`src/rtl/conv_obuf.sv`:
```
// ----------------------------------------------------------------------------
// conv_obuf -- output buffer for a bit-serial convolution crossbar.
//
// The crossbar delivers one signed partial sum per output channel per
// activation bit ("beat"), LSB first. This block weights each beat by its bit
// position, accumulates DATA_SIZE beats into one pixel, then requantizes
// (arithmetic right shift, ReLU, saturate to DATA_SIZE bits) and strobes the
// pixel into the next layer's input buffer one cycle after the last beat.
//
// Ports
//   clk             : rising-edge clock
//   rst             : synchronous, active-high reset
//   i_valid         : a crossbar result beat is present
//   i_count         : activation bit index of the beat (LSB first)
//   i_psum          : OUTPUT_CHANNELS x PSUM_WIDTH signed partial sums,
//                     channel ch at [ch*PSUM_WIDTH +: PSUM_WIDTH]
//   o_ready         : beats are accepted this cycle
//   o_write_enable  : per-channel write strobe, all ones for one cycle/pixel
//   o_data          : OUTPUT_CHANNELS x DATA_SIZE requantized pixel,
//                     channel ch at [ch*DATA_SIZE +: DATA_SIZE]
//   o_pixel_count   : pixels emitted in the current frame
//   o_done          : pulses with the write strobe of the last frame pixel
//   o_error         : sticky sequencing error (out-of-order beat, or beat
//                     offered while emitting)
// ----------------------------------------------------------------------------
module conv_obuf #(
    parameter int DATA_SIZE       = 8,
    parameter int OUTPUT_CHANNELS = 2,
    parameter int PSUM_WIDTH      = 16,
    parameter int SHIFT           = 8,
    parameter int IMG_DIM         = 28,
    parameter int KERNEL_DIM      = 3,
    parameter int COUNT_WIDTH     = (DATA_SIZE == 1) ? 1 : $clog2(DATA_SIZE),
    parameter int ACC_WIDTH       = PSUM_WIDTH + DATA_SIZE + 1,
    parameter int OUT_PIXELS      = (IMG_DIM - KERNEL_DIM + 1) * (IMG_DIM - KERNEL_DIM + 1),
    parameter int PIX_WIDTH       = $clog2(OUT_PIXELS + 1)
) (
    input  logic                                  clk,
    input  logic                                  rst,
    input  logic                                  i_valid,
    input  logic [COUNT_WIDTH-1:0]                i_count,
    input  logic [OUTPUT_CHANNELS*PSUM_WIDTH-1:0] i_psum,
    output logic                                  o_ready,
    output logic [OUTPUT_CHANNELS-1:0]            o_write_enable,
    output logic [OUTPUT_CHANNELS*DATA_SIZE-1:0]  o_data,
    output logic [PIX_WIDTH-1:0]                  o_pixel_count,
    output logic                                  o_done,
    output logic                                  o_error
);

    typedef enum logic {
        ST_ACC  = 1'b0,
        ST_EMIT = 1'b1
    } state_t;

    localparam logic [COUNT_WIDTH-1:0] LAST_BIT = COUNT_WIDTH'(DATA_SIZE - 1);
    localparam logic [PIX_WIDTH-1:0]   LAST_PIX = PIX_WIDTH'(OUT_PIXELS - 1);
    localparam logic signed [ACC_WIDTH-1:0] SAT_MAX =
        ACC_WIDTH'((64'd1 << DATA_SIZE) - 64'd1);

    // Sign-extend a partial sum to accumulator width and weight it by 2^bit.
    // ACC_WIDTH leaves one spare bit over a full sum of extreme beats, so the
    // running total can never wrap.
    function automatic logic signed [ACC_WIDTH-1:0] weigh_beat(
        input logic signed [PSUM_WIDTH-1:0] p,
        input logic        [COUNT_WIDTH-1:0] bit_idx
    );
        logic signed [ACC_WIDTH-1:0] ext;
        ext = {{(ACC_WIDTH - PSUM_WIDTH){p[PSUM_WIDTH-1]}}, p};
        return ext <<< bit_idx;
    endfunction

    // Requantize: arithmetic shift, clamp negatives to 0 (ReLU), saturate
    // anything above the largest DATA_SIZE-bit code.
    function automatic logic [DATA_SIZE-1:0] requant(
        input logic signed [ACC_WIDTH-1:0] s
    );
        logic signed [ACC_WIDTH-1:0] y;
        y = s >>> SHIFT;
        if (y[ACC_WIDTH-1]) begin
            return '0;
        end else if (y > SAT_MAX) begin
            return '1;
        end else begin
            return y[DATA_SIZE-1:0];
        end
    endfunction

    state_t                             state_q, state_d;
    logic [COUNT_WIDTH-1:0]             exp_bit_q, exp_bit_d;
    logic signed [ACC_WIDTH-1:0]        acc_q [OUTPUT_CHANNELS];
    logic signed [ACC_WIDTH-1:0]        acc_d [OUTPUT_CHANNELS];
    logic signed [ACC_WIDTH-1:0]        sum_c [OUTPUT_CHANNELS];
    logic [OUTPUT_CHANNELS*DATA_SIZE-1:0] data_q, data_d;
    logic [OUTPUT_CHANNELS-1:0]         we_q, we_d;
    logic [PIX_WIDTH-1:0]               pix_q, pix_d;
    logic                               done_q, done_d;
    logic                               error_q, error_d;

    always_comb begin
        state_d   = state_q;
        exp_bit_d = exp_bit_q;
        data_d    = data_q;
        we_d      = '0;
        pix_d     = pix_q;
        done_d    = 1'b0;
        error_d   = error_q;

        for (int ch = 0; ch < OUTPUT_CHANNELS; ch++) begin
            sum_c[ch] = acc_q[ch] +
                        weigh_beat(i_psum[ch*PSUM_WIDTH +: PSUM_WIDTH], i_count);
            acc_d[ch] = acc_q[ch];
        end

        unique case (state_q)
            ST_ACC: begin
                if (i_valid) begin
                    if (i_count == exp_bit_q) begin
                        if (i_count == LAST_BIT) begin
                            // Final beat: capture the pixel now so the strobe
                            // lands exactly one cycle later, and restart the
                            // accumulator for the next pixel.
                            for (int ch = 0; ch < OUTPUT_CHANNELS; ch++) begin
                                data_d[ch*DATA_SIZE +: DATA_SIZE] = requant(sum_c[ch]);
                                acc_d[ch] = '0;
                            end
                            exp_bit_d = '0;
                            we_d      = '1;
                            state_d   = ST_EMIT;
                            if (pix_q == LAST_PIX) begin
                                pix_d  = '0;
                                done_d = 1'b1;
                            end else begin
                                pix_d  = pix_q + PIX_WIDTH'(1);
                            end
                        end else begin
                            for (int ch = 0; ch < OUTPUT_CHANNELS; ch++) begin
                                acc_d[ch] = sum_c[ch];
                            end
                            exp_bit_d = exp_bit_q + COUNT_WIDTH'(1);
                        end
                    end else begin
                        // Out-of-order beat: drop it, keep the partial pixel.
                        error_d = 1'b1;
                    end
                end
            end
            ST_EMIT: begin
                state_d = ST_ACC;
                if (i_valid) begin
                    error_d = 1'b1;
                end
            end
            default: begin
                state_d = ST_ACC;
            end
        endcase
    end

    always_ff @(posedge clk) begin
        if (rst) begin
            state_q   <= ST_ACC;
            exp_bit_q <= '0;
            for (int ch = 0; ch < OUTPUT_CHANNELS; ch++) begin
                acc_q[ch] <= '0;
            end
            data_q    <= '0;
            we_q      <= '0;
            pix_q     <= '0;
            done_q    <= 1'b0;
            error_q   <= 1'b0;
        end else begin
            state_q   <= state_d;
            exp_bit_q <= exp_bit_d;
            for (int ch = 0; ch < OUTPUT_CHANNELS; ch++) begin
                acc_q[ch] <= acc_d[ch];
            end
            data_q    <= data_d;
            we_q      <= we_d;
            pix_q     <= pix_d;
            done_q    <= done_d;
            error_q   <= error_d;
        end
    end

    // Ready is held low while reset is asserted so no upstream beat is
    // presented as accepted during reset.
    assign o_ready        = (state_q == ST_ACC) && !rst;
    assign o_write_enable = we_q;
    assign o_data         = data_q;
    assign o_pixel_count  = pix_q;
    assign o_done         = done_q;
    assign o_error        = error_q;

endmodule

```
`config.mk`:
```
export PLATFORM = sky130hd
export DESIGN_NAME = conv_obuf
export DESIGN_NICKNAME = d
export VERILOG_FILES = /design/src/rtl/conv_obuf.sv
export SDC_FILE = /design/constraint.sdc
export NUM_CORES = 1
export LEC_CHECK = 0
export BUFFER_PORTS_ARGS = -buffer_cell sky130_fd_sc_hd__buf_2
export CORE_ASPECT_RATIO = 0.75
export CORE_MARGIN = 4
export CORE_UTILIZATION = 50
export CTS_BUF_LIST = sky130_fd_sc_hd__clkbuf_16
export DETAILED_ROUTE_END_ITERATION = 10
export PLACE_DENSITY = 0.76
export SLEW_MARGIN = 25
export SYNTH_ARGS = -nofsm -noshare
export SYNTH_HDL_FRONTEND = slang
export SYNTH_SLANG_ARGS = --single-unit
export TNS_END_PERCENT = 100
```
`constraint.sdc`:
```
create_clock -name clk -period 6.46 [get_ports clk]
set_input_delay 0.969 -clock clk [delete_from_list [all_inputs] [get_ports clk]]
set_output_delay 0.969 -clock clk [all_outputs]
set_load 0.02 [all_outputs]
```
==> flow_summary.yaml, run 1 <==
clocking:
  cts_buffers: 9
  clock_latency_ns: 0.35
  cts.sinks: 83
  resize_count_post_cts: 0
  tritoncts: "built"
  clk_pin_slew_ns: 0.06
  ctsHoldBuffers: 0
  root_buffer: "clkbuf_16"
  max-clock-path-buffers: 2
  postCtsSetupRepairBufs: 0
  htree_num_levels: 3
pwr:
  max-vdd-ir-drop_mv: 0.1375
  pwr_density_cell_mw_per_mm2: 185.2
  power.leakage_uw: 0.003262
route:
  post_drt_via_cell_ratio: 6.122
  route.vias.total: 6801
  detail_route.first_pass.iterations: 5
  drtAntennaViolNets: 0
  wire_per_inst_um: 17.28
  drt-total-wl_um: 19190
  drt-initial-drc-count: 723
  drcViolationCount: 0
global_route:
  grt_pass1_wl_um: 31030
  gr-usage-all-layers_pct: 24.56
  number_of_global_route_vias_before_repair: 5935
  grt_max_degree: 68
  antenna_violations_before_repair: 1
  grt_overflow_total: 0
setup_path:
  reg2reg_setup_slack_ns: 2.81
  ff2ff_path_depth: 12
  critical_path.startpoint_type: "input port"
  worst-endpoint-arrival_ns: 5.44
  timing.critical_path.required_ns: 6.66
  worst-path-max-fanout: 26
  timing.setup.critical_path_class: "in -> reg"
  end_kind: "register"
floorplan:
  start_util_pct: 52.07
  fp.coreArea_mm2: 0.01320
  rows: 36
  fp.dieW_um: 143.4
  die_area_mm2: 0.01570
  fp.dieH_um: 109.5
  num_io_pins: 69
run_status:
  status: "complete, no violations"
synth:
  synth_area_mm2: 0.006872
  synth_sequential_area_ratio_pct: 24.18
  postSynthAreaPerCell_um2: 7.669
  yosys_warning_total: 0
  synthArstFlopShare_pct: 0
  synthCells: 896
  post_synth_num_cell_types: 73
  syn_nets: 986
  yosys_most_used_dff: "dfxtp_1"
  flip_flop_and_latch_count_after_synthesis: 83
  synth-edff-count: 0
layout:
  final_cell_mix: "nor2_1, nand2_1, dfxtp_1"
  syn2layout_area_growth_pct: 10.67
  most_frequent_standard_cell_in_the_layout_excluding_fill_and_tap_cells: "nor2_1"
  finalCoreUtilization_pct: 57.62
  post_layout_nonfiller_instances: 1111
  final_nets: 1024
  fin_area_mm2: 0.007605
  post_route_cells_drive_above_1_share_pct: 14.70
  layout.filler_cells: 1227
place:
  io_buffers: 68
  routabilityCongestion: 0.9593
  hpwl_um: 14370
  placed_area_mm2: 0.007296
  placed_cells: 1094
sta:
  fin_worst_skew_ns: 0.006930
  setup_viol_count_final: 0
  final.hold.worst_slack_ns: 0.4614
  relSlewSlack_pct: 37.89
  final-hold-violation-count: 0
  tightest_slew_ns: 0.9282
  total_negative_slack_ns: 0
  maxSlewViolCount: 0
  finalCriticalPeriod_ns: 5.245
  fmax_achieved_ghz: 0.1906
  rsz_0062_raised_after_global_routing: "false"
  min_period_over_period_pct: 81.20
min_path:
  worst_hold_path_cells: 2
  hold_class: "reg -> reg"
run:
  maximum_capacitance_violations: 0
==> worst paths after layout <==
kind                                           startpoint                        end
worst min-delay path            acc_q[0][25]$_SDFFE_PP0P_  acc_q[0][25]$_SDFFE_PP0P_
worst max-delay path                           i_count[1]     o_data[8]$_SDFFE_PP0P_
worst max register to register   acc_q[0][0]$_SDFFE_PP0P_     o_data[2]$_SDFFE_PP0P_
worst min register to register  acc_q[0][25]$_SDFFE_PP0P_  acc_q[0][25]$_SDFFE_PP0P_
==> cells by family after synthesis <==
| kind of cell | Yosys count | synth area share (%) |
|---|---|---|
| and+or+nand+nor | 324 | 21.69 |
| AOI/OAI and AO/OA | 264 | 25.40 |
| adders and majority gates | 52 | 9.687 |
| buffers and inverters | 73 | 4.097 |
| DFF | 83 | 24.18 |
| xor gates and xnor gates | 56 | 7.138 |
| muxes | 44 | 7.811 |
==> registers in the layout, indices dropped and copies added, names as in the netlist <==
register,flops
acc_q,50
o_error,1
o_write_enable,1
o_done,1
o_data,16
exp_bit_q,3
o_pixel_count,10
state_q,1
==> Yosys cell counts (3+ instances only) <==
library cell	number	area [µm²]
o31ai_1	7	52.55
nor2_1	110	412.9
a211oi_1	5	37.54
nor3_1	22	110.1
buf_2	3	15.01
a2111oi_0	3	26.28
nand4_1	10	62.56
o21bai_1	8	60.06
nand2_1	99	371.6
or3_1	6	37.54
o21ai_0	45	225.2
nor2b_1	6	37.54
ha_1	50	625.6
mux4_2	5	112.6
mux2_2	20	225.2
o211ai_1	20	150.1
o21a_1	5	37.54
mux2i_1	17	170.2
a21boi_0	3	22.52
o21ai_1	5	25.02
inv_1	23	86.33
o22ai_1	8	50.05
nor4_1	3	18.77
or2_2	4	25.02
and2_1	9	56.30
xor2_1	28	245.2
a2bb2oi_1	5	43.79
xnor2_1	28	245.2
buf_1	7	26.28
a21o_1	10	75.07
nand2b_1	8	50.05
and3_1	10	62.56
a31oi_1	7	43.79
dfxtp_1	83	1662
nand3_1	24	120.1
a22oi_1	43	322.8
a21oi_1	66	330.3
clkbuf_1	37	138.9
==> final cells by class <==
type	count	area, µm²	share of cell area (%)
Timing Repair Buffer	75	392.9	5.166
Antenna cell	1	2.502	0.03291
Sequential cell	83	1662	21.85
Multi-Input combinational cell	740	4936	64.91
Clock buffer	9	225.2	2.962
Clock inverter	7	78.83	1.037
Inverter	25	93.84	1.234
Tap cell	171	214.0	2.813
==> stage by stage <==
step / power (µW) / setup slack, ns
floorplan: 796.9 / 1.227
global placement: 881.7 / 1.025
detailed placement: 880.7 / 0.9795
CTS: 1409 / 1.337
global route: 1472 / 0.8518
finish: 1408 / 1.215
==> routing by layer <==
layer	GRT usage [%]	wire, µm	vias to the layer above
li1	-	-	3347
met1	37.44	9388	3132
met2	33.86	7750	292
met3	5.696	1643	30
met4	7.594	412	0
met5	0	0	-
==> critical path, cell delays in order <==
cell and delay, ns:
buf_2 0.26, clkinv_1 0.60, or2_2 0.53, o211ai_1 0.11
o31ai_1 0.11, ha_1 0.36, nand4_1 0.15, or2_0 0.27
a31oi_1 0.21, nor2_1 0.17, and2_1 0.23, o41ai_1 0.40
xor2_1 0.17, nor4_2 0.74, o22ai_1 0.16
==> where the power goes <==
part	internal, µW	total (µW)	switching, µW
Clock	302	529	227
Combinational	132	353	221
Sequential	520	526	5.69
(Power assumes the default switching activity.)
==> inputs of run 2 (changes only) <==
PLACE_DENSITY = 0.79   (was 0.76)
clock period = 4.5 ns   (was 6.46 ns; I/O delays follow)
==> flow_summary.yaml, run 2 (synthesis results as in run 1) <==
pwr:
  combinationalPowerShare_pct: 26.3
  cell_internal_pwr_uw: 1453
  pwr-share-seq_pct: 35.7
  total_switching_power_uw: 663.8
  power.leakage_uw: 0.003486
  power.clock.fraction_pct: 38.1
  max-vdd-ir-drop_mv: 0.1963
  sw_frac_of_total_pct: 31.36
  pwr_density_cell_mw_per_mm2: 265.4
place:
  routabilityCongestion: 0.9713
  placed_cells: 1138
  hpwl_um: 15550
  io_buffers: 68
  placement.setup.worst_slack_ns: -0.04782
clocking:
  clk_pin_slew_ns: 0.06
  max-clock-path-buffers: 2
  root_buffer: "clkbuf_16"
  cts.sinks: 83
  clock_latency_ns: 0.36
  cts_buffers: 9
  tritoncts: "built"
  htree_num_levels: 3
  postCtsSetupRepairBufs: 0
global_route:
  grt_overflow_total: 0
  grt_max_degree: 56
  antenna_violations_before_repair: 0
  number_of_global_route_vias_before_repair: 6427
  gr-usage-all-layers_pct: 26.08
  grt_pass1_wl_um: 32830
run:
  maximum_capacitance_violations: 0
layout:
  syn2layout_area_growth_pct: 16.10
  finalCoreUtilization_pct: 60.45
  largest_register_ffs: 50
  diode_insertion_count_for_antenna_repair: 0
  most_frequent_standard_cell_in_the_layout_excluding_fill_and_tap_cells: "nor2_1"
  final_cell_mix: "nor2_1, nand2_1, dfxtp_1"
  post_layout_nonfiller_instances: 1153
  largest_register: "acc_q"
  final_nets: 1068
  post_route_cells_drive_above_1_share_pct: 18.43
setup_path:
  critical_path.startpoint_type: "input port"
  crit_path_start: "i_count[0]"
  r2r-start: "acc_q[0][0]$_SDFFE_PP0P_"
  timing.setup.critical_path_class: "in -> reg"
  timing.critical_path.required_ns: 4.75
  worst-endpoint-arrival_ns: 4.49
  worst-path-max-fanout: 24
  end_kind: "register"
floorplan:
  fp.dieW_um: 143.4
  start_util_pct: 52.07
  rows: 36
  die_area_mm2: 0.01570
  num_io_pins: 69
  fp.coreArea_mm2: 0.01320
  fp.dieH_um: 109.5
sta:
  fmax_achieved_ghz: 0.2355
  fin_worst_skew_ns: 0.01021
  total_negative_slack_ns: 0
  final-hold-violation-count: 0
  min_period_over_period_pct: 94.37
  finalCriticalPeriod_ns: 4.247
  final.hold.worst_slack_ns: 0.4554
  setup_viol_count_final: 0
  maxSlewViolCount: 0
  rsz_0062_raised_after_global_routing: "false"
  tightest_slew_ns: 0.9992
  relSlewSlack_pct: 33.14
  post-route-worst-setup-slack_ns: 0.2533
min_path:
  worstHoldStart: "acc_q[0][47]$_SDFFE_PP0P_"
  hold_class: "reg -> reg"
route:
  wire_per_inst_um: 17.61
  route.vias.total: 7003
  drt-total-wl_um: 20300
  post_drt_via_cell_ratio: 6.074
  drcViolationCount: 0
  drt-initial-drc-count: 734
  detail_route.first_pass.iterations: 5
  drtAntennaViolNets: 0
run_status:
  status: "complete, no violations"
[run 2: changes by cell type in the layout (fill, tap and decap cells not counted), sizes merged]
cell      before  now
buf           75  119
bufinv         1    2
clkinv         8    3
clkinvlp       0    2
diode          1    0
inv           23   24
[run 2: repair_timing]
item / 4_1_cts / 5_1_grt
gates resized for setup: 0 / 2
hold buffers: 0 / 0
setup endpoints to repair: 0 / 12
[run 2: area by class of cell]
cell class                      instances  area (µm²)
Fill cell                            1197        5220
Multi-Input combinational cell        740        4941
Sequential cell                        83        1662
Timing Repair Buffer                  119       748.2
Clock buffer                            9       225.2
Tap cell                              171       214.0
Inverter                               25       97.59
Clock inverter                          6       90.09
[run 2: metal layers]
metal | vias up | track usage [%] | routed length, µm
li1 | 3434 | - | -
met1 | 3225 | 39.21 | 9864
met2 | 302 | 36.99 | 8211
met3 | 42 | 6.304 | 1808
met4 | 0 | 6.989 | 417
met5 | - | 0 | 0
[run 2: path summary, 6_finish.rpt]
check / depth (start not counted) / endpoint / slack, ns
setup reg to reg: 14 / o_data[7]$_SDFFE_PP0P_ / 0.97
hold reg to reg: 2 / acc_q[0][47]$_SDFFE_PP0P_ / 0.46
setup / recovery: 16 / o_data[7]$_SDFFE_PP0P_ / 0.25
hold / removal: 2 / acc_q[0][47]$_SDFFE_PP0P_ / 0.46
[run 2: power by group through the flow]
stage	Sequential [µW]	Clock (µW)	Combinational (µW)
after floorplan	772	0	373
after global placement	771	0	537
after detailed placement	772	0	539
after CTS	755	817	544
after global routing	756	845	607
final	755	806	556
[run 2: critical path: stages]
cell	delay (ns)
buf_2	0.10
buf_12	0.17
buf_4	0.18
mux2_2	0.38
mux4_2	0.46
ha_1	0.27
a21o_1	0.25
and3_4	0.20
nor3_2	0.14
a311oi_1	0.16
o41ai_2	0.29
xnor2_1	0.13
or4_4	0.56
o41ai_4	0.23
buf_4	0.21
nand2_1	0.06
[run 2: stage by stage]
step                      area [µm²]  power, µW
after floorplan                 6882       1145
after detailed placement        7651       1311
after global placement          7651       1309
after CTS                       7966       2116
after global routing            7978       2208
final                           7978       2117
